## src/rtl/seg7_digit_scanner_pkg.sv

```systemverilog
// Shared constants and helpers for the multiplexed 7-segment digit scanner.
package seg7_digit_scanner_pkg;

  localparam int BCD_MAX     = 9;
  localparam int DIGIT_W     = 4;
  localparam int MAX_DIGITS  = 8;
  localparam int FRAME_MAX_W = MAX_DIGITS * DIGIT_W;

  typedef logic [DIGIT_W-1:0] bcd_t;

  // Highest index among the first n digits holding a non-zero code; 0 when all are zero.
  function automatic logic [2:0] msnz_index(input logic [FRAME_MAX_W-1:0] frame, input int n);
    logic [2:0] r;
    r = '0;
    for (int k = 0; k < MAX_DIGITS; k++) begin
      if (k < n && frame[k*DIGIT_W +: DIGIT_W] != '0) r = 3'(k);
    end
    return r;
  endfunction

endpackage

```

## src/rtl/seg7_digit_scanner_if.sv

```systemverilog
// Frame input and display output bundle between a frame source and the scanner.
interface seg7_digit_scanner_if #(
  parameter int N_DIGITS = 4
);
  import seg7_digit_scanner_pkg::*;

  logic [N_DIGITS*DIGIT_W-1:0] digits_bcd;
  logic [N_DIGITS-1:0]         dp_in;
  logic                        lz_blank;
  logic [DIGIT_W-1:0]          bcd_out;
  logic [N_DIGITS-1:0]         digit_en;
  logic                        dp_out;
  logic                        scan_tick;
  logic                        bad_code;

  modport master (
    output digits_bcd, dp_in, lz_blank,
    input  bcd_out, digit_en, dp_out, scan_tick, bad_code
  );

  modport slave (
    input  digits_bcd, dp_in, lz_blank,
    output bcd_out, digit_en, dp_out, scan_tick, bad_code
  );

endinterface

```

## src/rtl/seg7_scan_timer.sv

```systemverilog
// Slot prescaler and digit index counter; flags slot advance, blank window and frame start.
module seg7_scan_timer #(
  parameter int N_DIGITS     = 4,
  parameter int SCAN_DIV     = 50000,
  parameter int BLANK_CYCLES = 16
) (
  input  logic                        clk,
  input  logic                        rst_n,
  input  logic                        en,
  output logic [$clog2(N_DIGITS)-1:0] idx,
  output logic                        tick,
  output logic                        blank,
  output logic                        frame_start
);

  localparam int CNT_W = $clog2(SCAN_DIV);
  localparam int IDX_W = $clog2(N_DIGITS);

  logic [CNT_W-1:0] cnt;
  logic             cnt_last;
  logic             idx_last;

  assign cnt_last    = (cnt == CNT_W'(SCAN_DIV - 1));
  assign idx_last    = (idx == IDX_W'(N_DIGITS - 1));
  assign tick        = en && cnt_last;
  assign blank       = (cnt < CNT_W'(BLANK_CYCLES));
  assign frame_start = (cnt == '0) && (idx == '0);

  always_ff @(posedge clk or negedge rst_n) begin
    if (!rst_n) begin
      cnt <= '0;
      idx <= '0;
    end else if (en) begin
      if (cnt_last) begin
        cnt <= '0;
        idx <= idx_last ? '0 : idx + 1'b1;
      end else begin
        cnt <= cnt + 1'b1;
      end
    end
  end

endmodule

```

## src/rtl/seg7_digit_scanner.sv

```systemverilog
// Time-multiplexed N-digit BCD scanner with blanking gap, leading-zero and invalid-code suppression.
module seg7_digit_scanner
  import seg7_digit_scanner_pkg::*;
#(
  parameter int N_DIGITS     = 4,
  parameter int SCAN_DIV     = 50000,
  parameter int BLANK_CYCLES = 16
) (
  input  logic                  clk,
  input  logic                  rst_n,
  input  logic                  en,
  seg7_digit_scanner_if.slave   bus
);

  localparam int IDX_W   = $clog2(N_DIGITS);
  localparam int FRAME_W = N_DIGITS * DIGIT_W;

  logic [IDX_W-1:0] idx;
  logic             tick;
  logic             blank;
  logic             frame_start;

  seg7_scan_timer #(
    .N_DIGITS     (N_DIGITS),
    .SCAN_DIV     (SCAN_DIV),
    .BLANK_CYCLES (BLANK_CYCLES)
  ) u_timer (
    .clk         (clk),
    .rst_n       (rst_n),
    .en          (en),
    .idx         (idx),
    .tick        (tick),
    .blank       (blank),
    .frame_start (frame_start)
  );

  logic [FRAME_W-1:0]  snap_digits;
  logic [N_DIGITS-1:0] snap_dp;
  logic                snap_lz;
  logic                take_snap;

  assign take_snap = en && frame_start;

  always_ff @(posedge clk or negedge rst_n) begin
    if (!rst_n) begin
      snap_digits <= '0;
      snap_dp     <= '0;
      snap_lz     <= 1'b0;
    end else if (take_snap) begin
      snap_digits <= bus.digits_bcd;
      snap_dp     <= bus.dp_in;
      snap_lz     <= bus.lz_blank;
    end
  end

  // Stage p0: digit select and suppression; the live frame is forwarded on the snapshot cycle
  logic [FRAME_W-1:0]  cur_digits;
  logic [N_DIGITS-1:0] cur_dp;
  logic                cur_lz;
  bcd_t                code_p0;
  logic [2:0]          top_idx_p0;
  logic                suppress_p0;
  logic                invalid_p0;
  logic                lit_p0;
  bcd_t                bcd_p0;
  logic [N_DIGITS-1:0] digit_en_p0;
  logic                dp_p0;
  logic                bad_set_p0;

  always_comb begin
    cur_digits  = take_snap ? bus.digits_bcd : snap_digits;
    cur_dp      = take_snap ? bus.dp_in      : snap_dp;
    cur_lz      = take_snap ? bus.lz_blank   : snap_lz;
    code_p0     = cur_digits[idx*DIGIT_W +: DIGIT_W];
    top_idx_p0  = msnz_index(FRAME_MAX_W'(cur_digits), N_DIGITS);
    suppress_p0 = cur_lz && (3'(idx) > top_idx_p0);
    invalid_p0  = (code_p0 > DIGIT_W'(BCD_MAX));
    lit_p0      = en && !blank && !suppress_p0 && !invalid_p0;
    bcd_p0      = invalid_p0 ? '0 : code_p0;
    digit_en_p0 = lit_p0 ? (N_DIGITS'(1) << idx) : '0;
    dp_p0       = lit_p0 && cur_dp[idx];
    bad_set_p0  = en && !blank && !suppress_p0 && invalid_p0;
  end

  // Stage p1: registered display outputs
  bcd_t                bcd_p1;
  logic [N_DIGITS-1:0] digit_en_p1;
  logic                dp_p1;
  logic                tick_p1;
  logic                bad_p1;

  always_ff @(posedge clk or negedge rst_n) begin
    if (!rst_n) begin
      bcd_p1      <= '0;
      digit_en_p1 <= '0;
      dp_p1       <= 1'b0;
      tick_p1     <= 1'b0;
      bad_p1      <= 1'b0;
    end else begin
      digit_en_p1 <= digit_en_p0;
      dp_p1       <= dp_p0;
      tick_p1     <= tick;
      if (en)         bcd_p1 <= bcd_p0;
      if (bad_set_p0) bad_p1 <= 1'b1;
    end
  end

  assign bus.bcd_out   = bcd_p1;
  assign bus.digit_en  = digit_en_p1;
  assign bus.dp_out    = dp_p1;
  assign bus.scan_tick = tick_p1;
  assign bus.bad_code  = bad_p1;

endmodule

```

## src/flat_wrapper.sv

```systemverilog
// flat-port wrapper written by rule: the top's interface ports become plain ports
module seg7_digit_scanner_flat import seg7_digit_scanner_pkg::*;
#(
  parameter int N_DIGITS     = 4,
  parameter int SCAN_DIV     = 50000,
  parameter int BLANK_CYCLES = 16
)
  (clk, rst_n, en, bus_digits_bcd, bus_dp_in, bus_lz_blank, bus_bcd_out, bus_digit_en, bus_dp_out, bus_scan_tick, bus_bad_code);
  seg7_digit_scanner_if #(.N_DIGITS(N_DIGITS)) bus_i ();
  input  logic clk;
  input  logic rst_n;
  input  logic en;
  input wire logic [$bits(bus_i.digits_bcd)-1:0] bus_digits_bcd;
  input wire logic [$bits(bus_i.dp_in)-1:0] bus_dp_in;
  input wire logic [$bits(bus_i.lz_blank)-1:0] bus_lz_blank;
  output wire logic [$bits(bus_i.bcd_out)-1:0] bus_bcd_out;
  output wire logic [$bits(bus_i.digit_en)-1:0] bus_digit_en;
  output wire logic [$bits(bus_i.dp_out)-1:0] bus_dp_out;
  output wire logic [$bits(bus_i.scan_tick)-1:0] bus_scan_tick;
  output wire logic [$bits(bus_i.bad_code)-1:0] bus_bad_code;
  assign bus_i.digits_bcd = bus_digits_bcd;
  assign bus_i.dp_in = bus_dp_in;
  assign bus_i.lz_blank = bus_lz_blank;
  assign bus_bcd_out = bus_i.bcd_out;
  assign bus_digit_en = bus_i.digit_en;
  assign bus_dp_out = bus_i.dp_out;
  assign bus_scan_tick = bus_i.scan_tick;
  assign bus_bad_code = bus_i.bad_code;
  seg7_digit_scanner #(.N_DIGITS(N_DIGITS), .SCAN_DIV(SCAN_DIV), .BLANK_CYCLES(BLANK_CYCLES)) u_core (.clk(clk), .rst_n(rst_n), .en(en), .bus(bus_i));
endmodule
```

## config.mk

```make
export PLATFORM = sky130hd
export DESIGN_NAME = seg7_digit_scanner_flat
export DESIGN_NICKNAME = d
export VERILOG_FILES = /design/src/rtl/seg7_digit_scanner_pkg.sv /design/src/rtl/seg7_digit_scanner_if.sv /design/src/rtl/seg7_scan_timer.sv /design/src/rtl/seg7_digit_scanner.sv /design/src/flat_wrapper.sv
export SDC_FILE = /design/constraint.sdc
export NUM_CORES = 1
export LEC_CHECK = 0
export BUFFER_PORTS_ARGS = -buffer_cell sky130_fd_sc_hd__buf_4
export CAP_MARGIN = 20
export CORE_MARGIN = 3
export CORE_UTILIZATION = 40
export DETAILED_ROUTE_END_ITERATION = 6
export PLACE_DENSITY_LB_ADDON = 0.3
export SETUP_SLACK_MARGIN = 0.5
export SYNTH_ARGS = -nofsm -noshare
export SYNTH_HDL_FRONTEND = slang
export SYNTH_HIERARCHICAL = 1
export SYNTH_SLANG_ARGS = --single-unit
export TNS_END_PERCENT = 5
```

## constraint.sdc

```tcl
create_clock -name clk -period 4.69 [get_ports clk]
set_input_delay 0.7035 -clock clk [delete_from_list [all_inputs] [get_ports clk]]
set_output_delay 0.7035 -clock clk [all_outputs]
set_load 0.03 [all_outputs]
```

# Word-level counts from Yosys, hierarchy flattened
# Cells that the tools add are included.
# word_totals
register_bits	50
inputBits	24
output_inout_bits	11
wordCells	50
# op_classes
add_sub_neg	2
magnitude_cmp	4
n_eq_ne	2
shifts	2
muxes	12
n_reduce_logical	18
# ops
op	count
$mux 16	2
$add 16x1->16 const B	1
$eq 16x16->1 const B	1
$logic_not 16->1	1
$lt 16x5->1 const B	1
$shiftx 16x5->4	1
$mux 4	3
$reduce_bool 4->1	3
$logic_and 1x1->1	9
$mux 3	2
$gt 4x4->1 const B	1
$shl 1x2->4 const A	1
$gt 2x3->1	1
$logic_not 1->1	3
$lt 2x3->1 const B	1
$mux 1	3
$add 2x1->2 const B	1
$bmux 1 s2	1
$eq 2x2->1 const B	1
$logic_not 2->1	1
$mux 2	1
$reduce_and 2->1	1

# Longest topological paths before layout
# depth
ltp_word	14
mapped_depth	16
depth_no_buf	14

# By module
# The synthesis kept the hierarchy.
# by_module_without_submodules
module	instances	cells_each	area_per_inst_um2	seq_area_each_um2
seg7_digit_scanner	1	102	1502.7	800.8
seg7_scan_timer	1	95	1008.5	450.4

# Worst setup path before layout
# No wires, ideal clock.
# synth_path
path_kind	register -> register
startpoint	register u_core.u_timer.cnt[10]
endpoint	register u_core.digit_en_p1[2], in the netlist u_core/bus.digit_en[2]
setup_time_ns	0.098
arrival_time_ns	3.638
required_ns	4.592
slack_ns	0.954
path_stages_with_launch	14
path_buffers	2
period_less_slack_ns	3.736
cell_sequence	dfrtp_1 -> nor4_4 -> and4_2 -> and4_1 -> nand2_4 -> buf_6 -> buf_6 -> mux2_4 -> or4_1 -> o21bai_1 -> ha_1 -> a221oi_1 -> nor3b_1 -> nor4bb_2
# synth_via
word_cells_on_any_way	23
cone_classes	3 x order compare; 1 x shift; 6 x mux; 13 x reduce/logical
# synth_rtl
item	line_no	source
start, declared	seg7_scan_timer.sv:19	logic [CNT_W-1:0] cnt;
start signal, assigned	seg7_scan_timer.sv:38	cnt <= cnt + 1'b1;
$lt 16x5->1	seg7_scan_timer.sv:26	assign blank = (cnt < CNT_W'(BLANK_CYCLES));
named net u_core.blank	seg7_digit_scanner.sv:20	logic blank;
$logic_not 1->1	seg7_digit_scanner.sv:78	lit_p0 = en && !blank && !suppress_p0 && !invalid_p0;
$logic_and 1x1->1 (3 in a row)	seg7_digit_scanner.sv:78	
$mux 4	seg7_digit_scanner.sv:80	digit_en_p0 = lit_p0 ? (N_DIGITS'(1) << idx) : '0;
named net u_core.digit_en_p0[2]	seg7_digit_scanner.sv:66	logic [N_DIGITS-1:0] digit_en_p0;
end signal, assigned	seg7_digit_scanner.sv:100	digit_en_p1 <= digit_en_p0;
end, declared	seg7_digit_scanner.sv:87	logic [N_DIGITS-1:0] digit_en_p1;
# The timed path passes the listed nets, and every way through them passes these cells.
# A chain may end at the register's enable or synchronous reset.

# Final worst setup path
# layout_path
startpoint	register u_core.u_timer.cnt[4]
endpoint	register u_core.digit_en_p1[2], in the netlist u_core/bus.digit_en[2]
# The elaborated chain is that of the path after synthesis.

==> key figures <==
Placement
  • Port bufs: 34
  • Worst slack, placed: 0.649 ns
  • HPWL reported at the end of detailed placement: 3240 um
  • Instance count after placement with tap cells included: 301
  • Weighted congestion reported at the end of routability-driven placement: 0.790
  • Instance area after placement: 2820 sq um

CTS
  • Inserted Clock Buffers: 5
  • TritonCTS clock tree: done
  • Clock latency on the worst-skew pair: 0.31 ns
  • Clk Tree Root Cell: sky130_fd_sc_hd__clkbuf_8
  • H-tree level count: 2
  • Clock Pin Slew Worst Setup and Hold Paths: 0.10 ns
  • Clock net sink count: 50
  • Buffers from clock root to sink, at most: 2

Synthesis
  • Cell count after synthesis: 197
  • Ys Warns: 6
  • Most area-consuming cells after synthesis: sky130_fd_sc_hd__dfrtp_1 (50%), sky130_fd_sc_hd__mux2_2 (7.2%), sky130_fd_sc_hd__mux4_2 (5.4%)
  • Count of distinct cell types in the synthesized netlist: 42
  • Number of flops mapped to enable cells by yosys: 0
  • Part of the Yosys area used for sequential elements: 0.498
  • Leading register cell type out of synthesis: sky130_fd_sc_hd__dfrtp_1
  • Post-Synthesis Net Count: 227
  • Cell taking the most area after synthesis: sky130_fd_sc_hd__dfrtp_1
  • Area fraction of the dominant cell type after synthesis: 0.498
  • Post-synthesis register bit count: 50
  • Average cell area after synthesis: 12.7 sq um
  • Async S/R FF share, synth: 1.00
  • Mapped cell area: 2510 sq um
  • Synth top cells by count: sky130_fd_sc_hd__dfrtp_1 (50), sky130_fd_sc_hd__nor2_1 (18), sky130_fd_sc_hd__mux2_2 (16)
  • Library cell with the highest instance count after synthesis: sky130_fd_sc_hd__dfrtp_1

STA
  • Transition time at the pin with the least slew margin: 0.616 ns
  • Final setup margin: 0.877 ns
  • Time the final worst path needs with I/O delays and setup: 3.81 ns
  • Endpoints failing setup: 0
  • Final Max Tran Viols: 0
  • Peak clock frequency supported by timing: 262 MHz
  • Fin crit share: 0.813
  • Post-Route Hold Slack: 0.410 ns
  • Worst slew margin: 0.589
  • Worst setup skew after layout: 0.0130 ns
  • Hold violation count in the final report: 0
  • RSZ-0062 raised after global routing: false
  • Sum of negative setup slack: 0 ns

Detailed routing
  • Final ANT Viol Nets: 0
  • Via count of the routed design: 1568
  • Residual DRC count: 0
  • Iteration-0 DRC Markers: 60
  • Total Wirelength: 4480 um
  • Wire length per cell after detailed routing: 14.5 um
  • Total iterations of the first detailed-routing run: 4
  • Post-detailed-route via-to-cell ratio: 5.07

Cells and area
  • Area overhead of the layout relative to synthesis: 16.2%
  • Number of nets in the final layout: 263
  • Area of all placed cells without fillers: 2920 sq um
  • Antenna diode count: 0
  • Share of cells above drive strength 1: 0.363
  • Final cell count without fillers: 309

Global routing
  • Antenna violations before repair: 0
  • Largest net degree at the start of global routing: 51
  • Overflow left after global routing: 0
  • Number of global-route vias before repair: 1655
  • All-Layer GR Usage: 0.136
  • First-pass GRT wire length: 7840 um

Die
  • Die Wd: 85.2 um
  • Site Rows: 28
  • Die height: 85.2 um
  • Initial Utilization: 0.419
  • Die footprint: 7270 sq um
  • Core Footprint: 5990 sq um
  • Total I/O pin count: 35

Worst setup path
  • Worst path buffer plus inverter count: 0
  • Length in cells of the worst reg-to-reg path: 11
  • Data required time at the worst endpoint: 4.91 ns
  • Largest fanout on the critical path: 23
  • Startpoint of the worst-slack reg-to-reg timing path: u_core/u_timer/cnt[4]$_DFFE_PN0P_
  • Peak per-stage delay on the critical path: 0.54 ns
  • Type of the worst setup path: flip-flop to flip-flop
  • Series of cell instances along the critical path: nor3_1 -> and4_2 -> and4_1 -> nand2_4 -> mux2_2 -> or4_1 -> o21bai_1 -> ha_1 -> a221oi_1 -> nor3b_2 -> nor4bb_2
  • Capturing element type of the critical path: flip-flop
  • Signal arrival time at the worst endpoint: 4.03 ns
  • Library cell contributing the largest single delay on the critical path: sky130_fd_sc_hd__or4_1
  • Gate family responsible for the most delay along the worst path: simple AND/OR/NAND/NOR gates
  • Critical Path Start Type: flip-flop
  • End of the worst register-to-register path: u_core/bus.digit_en[2]$_DFF_PN0_
  • Register-to-register path setup slack: 0.88 ns

Power
  • Worst IR drop on VDD: 0.169 mV
  • Leakage power: 0.00147 uW
  • PD cells: 287 nW/um^2

Worst hold path
  • Classification of the worst-slack hold path: primary input to async pin

Status
  • Status: finished, final reports clean

Flow run
  • MaxCap Viol Count: 0
==> cell type report <==
cell class              instances  area [sq um]
well taps                      75          93.8
multi-input cells             127          1160
inverters                      13          48.8
fillers                       547          3070
repair buffers                 36           270
clock buffers                   5          68.8
flip-flops and latches         50          1250
clock inverters                 3          21.3
==> cells in the final DEF, fill, tap and decap left out, drive strengths merged, types with 5 or more instances in the layout <==
master	n
dfrtp	50
buf	36
mux2	21
nor2	19
inv	13
nand2	12
xnor2	10
mux2i	8
nand4	8
nand3	7
mux4	6
ha	6
clkbuf	5
==> cells by family (layout without fill, tap and decap cells) <==
| kind of cell | count (synthesis) | count (layout) | share of synthesized area |
|---|---|---|---|
| buffers and inverters | 20 | 57 | 0.0404 |
| AOI/OAI and AO/OA | 9 | 9 | 0.0289 |
| muxes | 35 | 35 | 0.187 |
| xor gates and xnor gates | 12 | 12 | 0.0419 |
| and+or+nand+nor | 65 | 65 | 0.173 |
| adders and majority gates | 6 | 6 | 0.0299 |
| DFF | 50 | 50 | 0.498 |
==> per-stage QoR <==
step	power (uW)	util
finish	837	0.487
global route	885	0.487
CTS	851	0.486
detailed placement	596	0.471
global placement	594	0.471
floorplan	555	-
==> worst max path at each step <==
stage / startpoint / to / slack, ns / depth (start not counted)
2_1_floorplan: u_core/u_timer/cnt[10]$_DFFE_PN0P_ / u_core/bus.digit_en[2]$_DFF_PN0_ / 0.95 / 13
3_3_place_gp: u_core/u_timer/cnt[10]$_DFFE_PN0P_ / u_core/bus.digit_en[2]$_DFF_PN0_ / 0.72 / 11
3_5_place_dp: u_core/u_timer/cnt[4]$_DFFE_PN0P_ / u_core/bus.digit_en[1]$_DFF_PN0_ / 0.65 / 11
4_1_cts: u_core/u_timer/cnt[4]$_DFFE_PN0P_ / u_core/bus.digit_en[1]$_DFF_PN0_ / 0.63 / 11
5_1_grt: u_core/u_timer/cnt[4]$_DFFE_PN0P_ / u_core/bus.digit_en[1]$_DFF_PN0_ / 0.58 / 12
6_report: u_core/u_timer/cnt[4]$_DFFE_PN0P_ / u_core/bus.digit_en[2]$_DFF_PN0_ / 0.88 / 11
==> worst reg2reg max path: stages (launching register included) <==
cell                       delay, ns
sky130_fd_sc_hd__dfrtp_1        0.43
sky130_fd_sc_hd__nor3_1         0.39
sky130_fd_sc_hd__and4_2         0.32
sky130_fd_sc_hd__and4_1         0.28
sky130_fd_sc_hd__nand2_4        0.23
sky130_fd_sc_hd__mux2_2         0.36
sky130_fd_sc_hd__or4_1          0.54
sky130_fd_sc_hd__o21bai_1       0.18
sky130_fd_sc_hd__ha_1           0.28
sky130_fd_sc_hd__a221oi_1       0.09
sky130_fd_sc_hd__nor3b_2        0.32
sky130_fd_sc_hd__nor4bb_2       0.32
==> power by group <==
| group | total [uW] | switching (uW) | internal [uW] |
|---|---|---|---|
| combinational | 92.2 | 49.6 | 42.6 |
| sequential | 493 | 38.6 | 454 |
| clock | 252 | 147 | 105 |
| total | 837 | 235 | 602 |
==> routing by layer <==
layer  up-vias  wire length [um]  track usage
li1        767                 -            -
met1       771              2020        0.177
met2        28              2200        0.220
met3         2               230       0.0417
met4         0                28       0.0388
met5         -                 0            0
==> flip-flops by register name, summed over array words and instances, names as in the netlist <==
signal                cells
u_core/bus.dp_out         1
u_core/bus.bad_code       1
u_core/bus.scan_tick      1
u_core/u_timer/idx        2
u_core/snap_dp            4
u_core/bus.digit_en       4
u_core/snap_digits       16
u_core/bus.bcd_out        4
u_core/snap_lz            1
u_core/u_timer/cnt       16
==> what timing repair did <==
item	4_1_cts	5_1_grt
hold buffers	0	0
resized for setup	0	1
setup endpoints to repair	0	6
buffers inserted	0	0
endpoints found under the hold margin	0	0
Power figures use the tool's default switching activity.
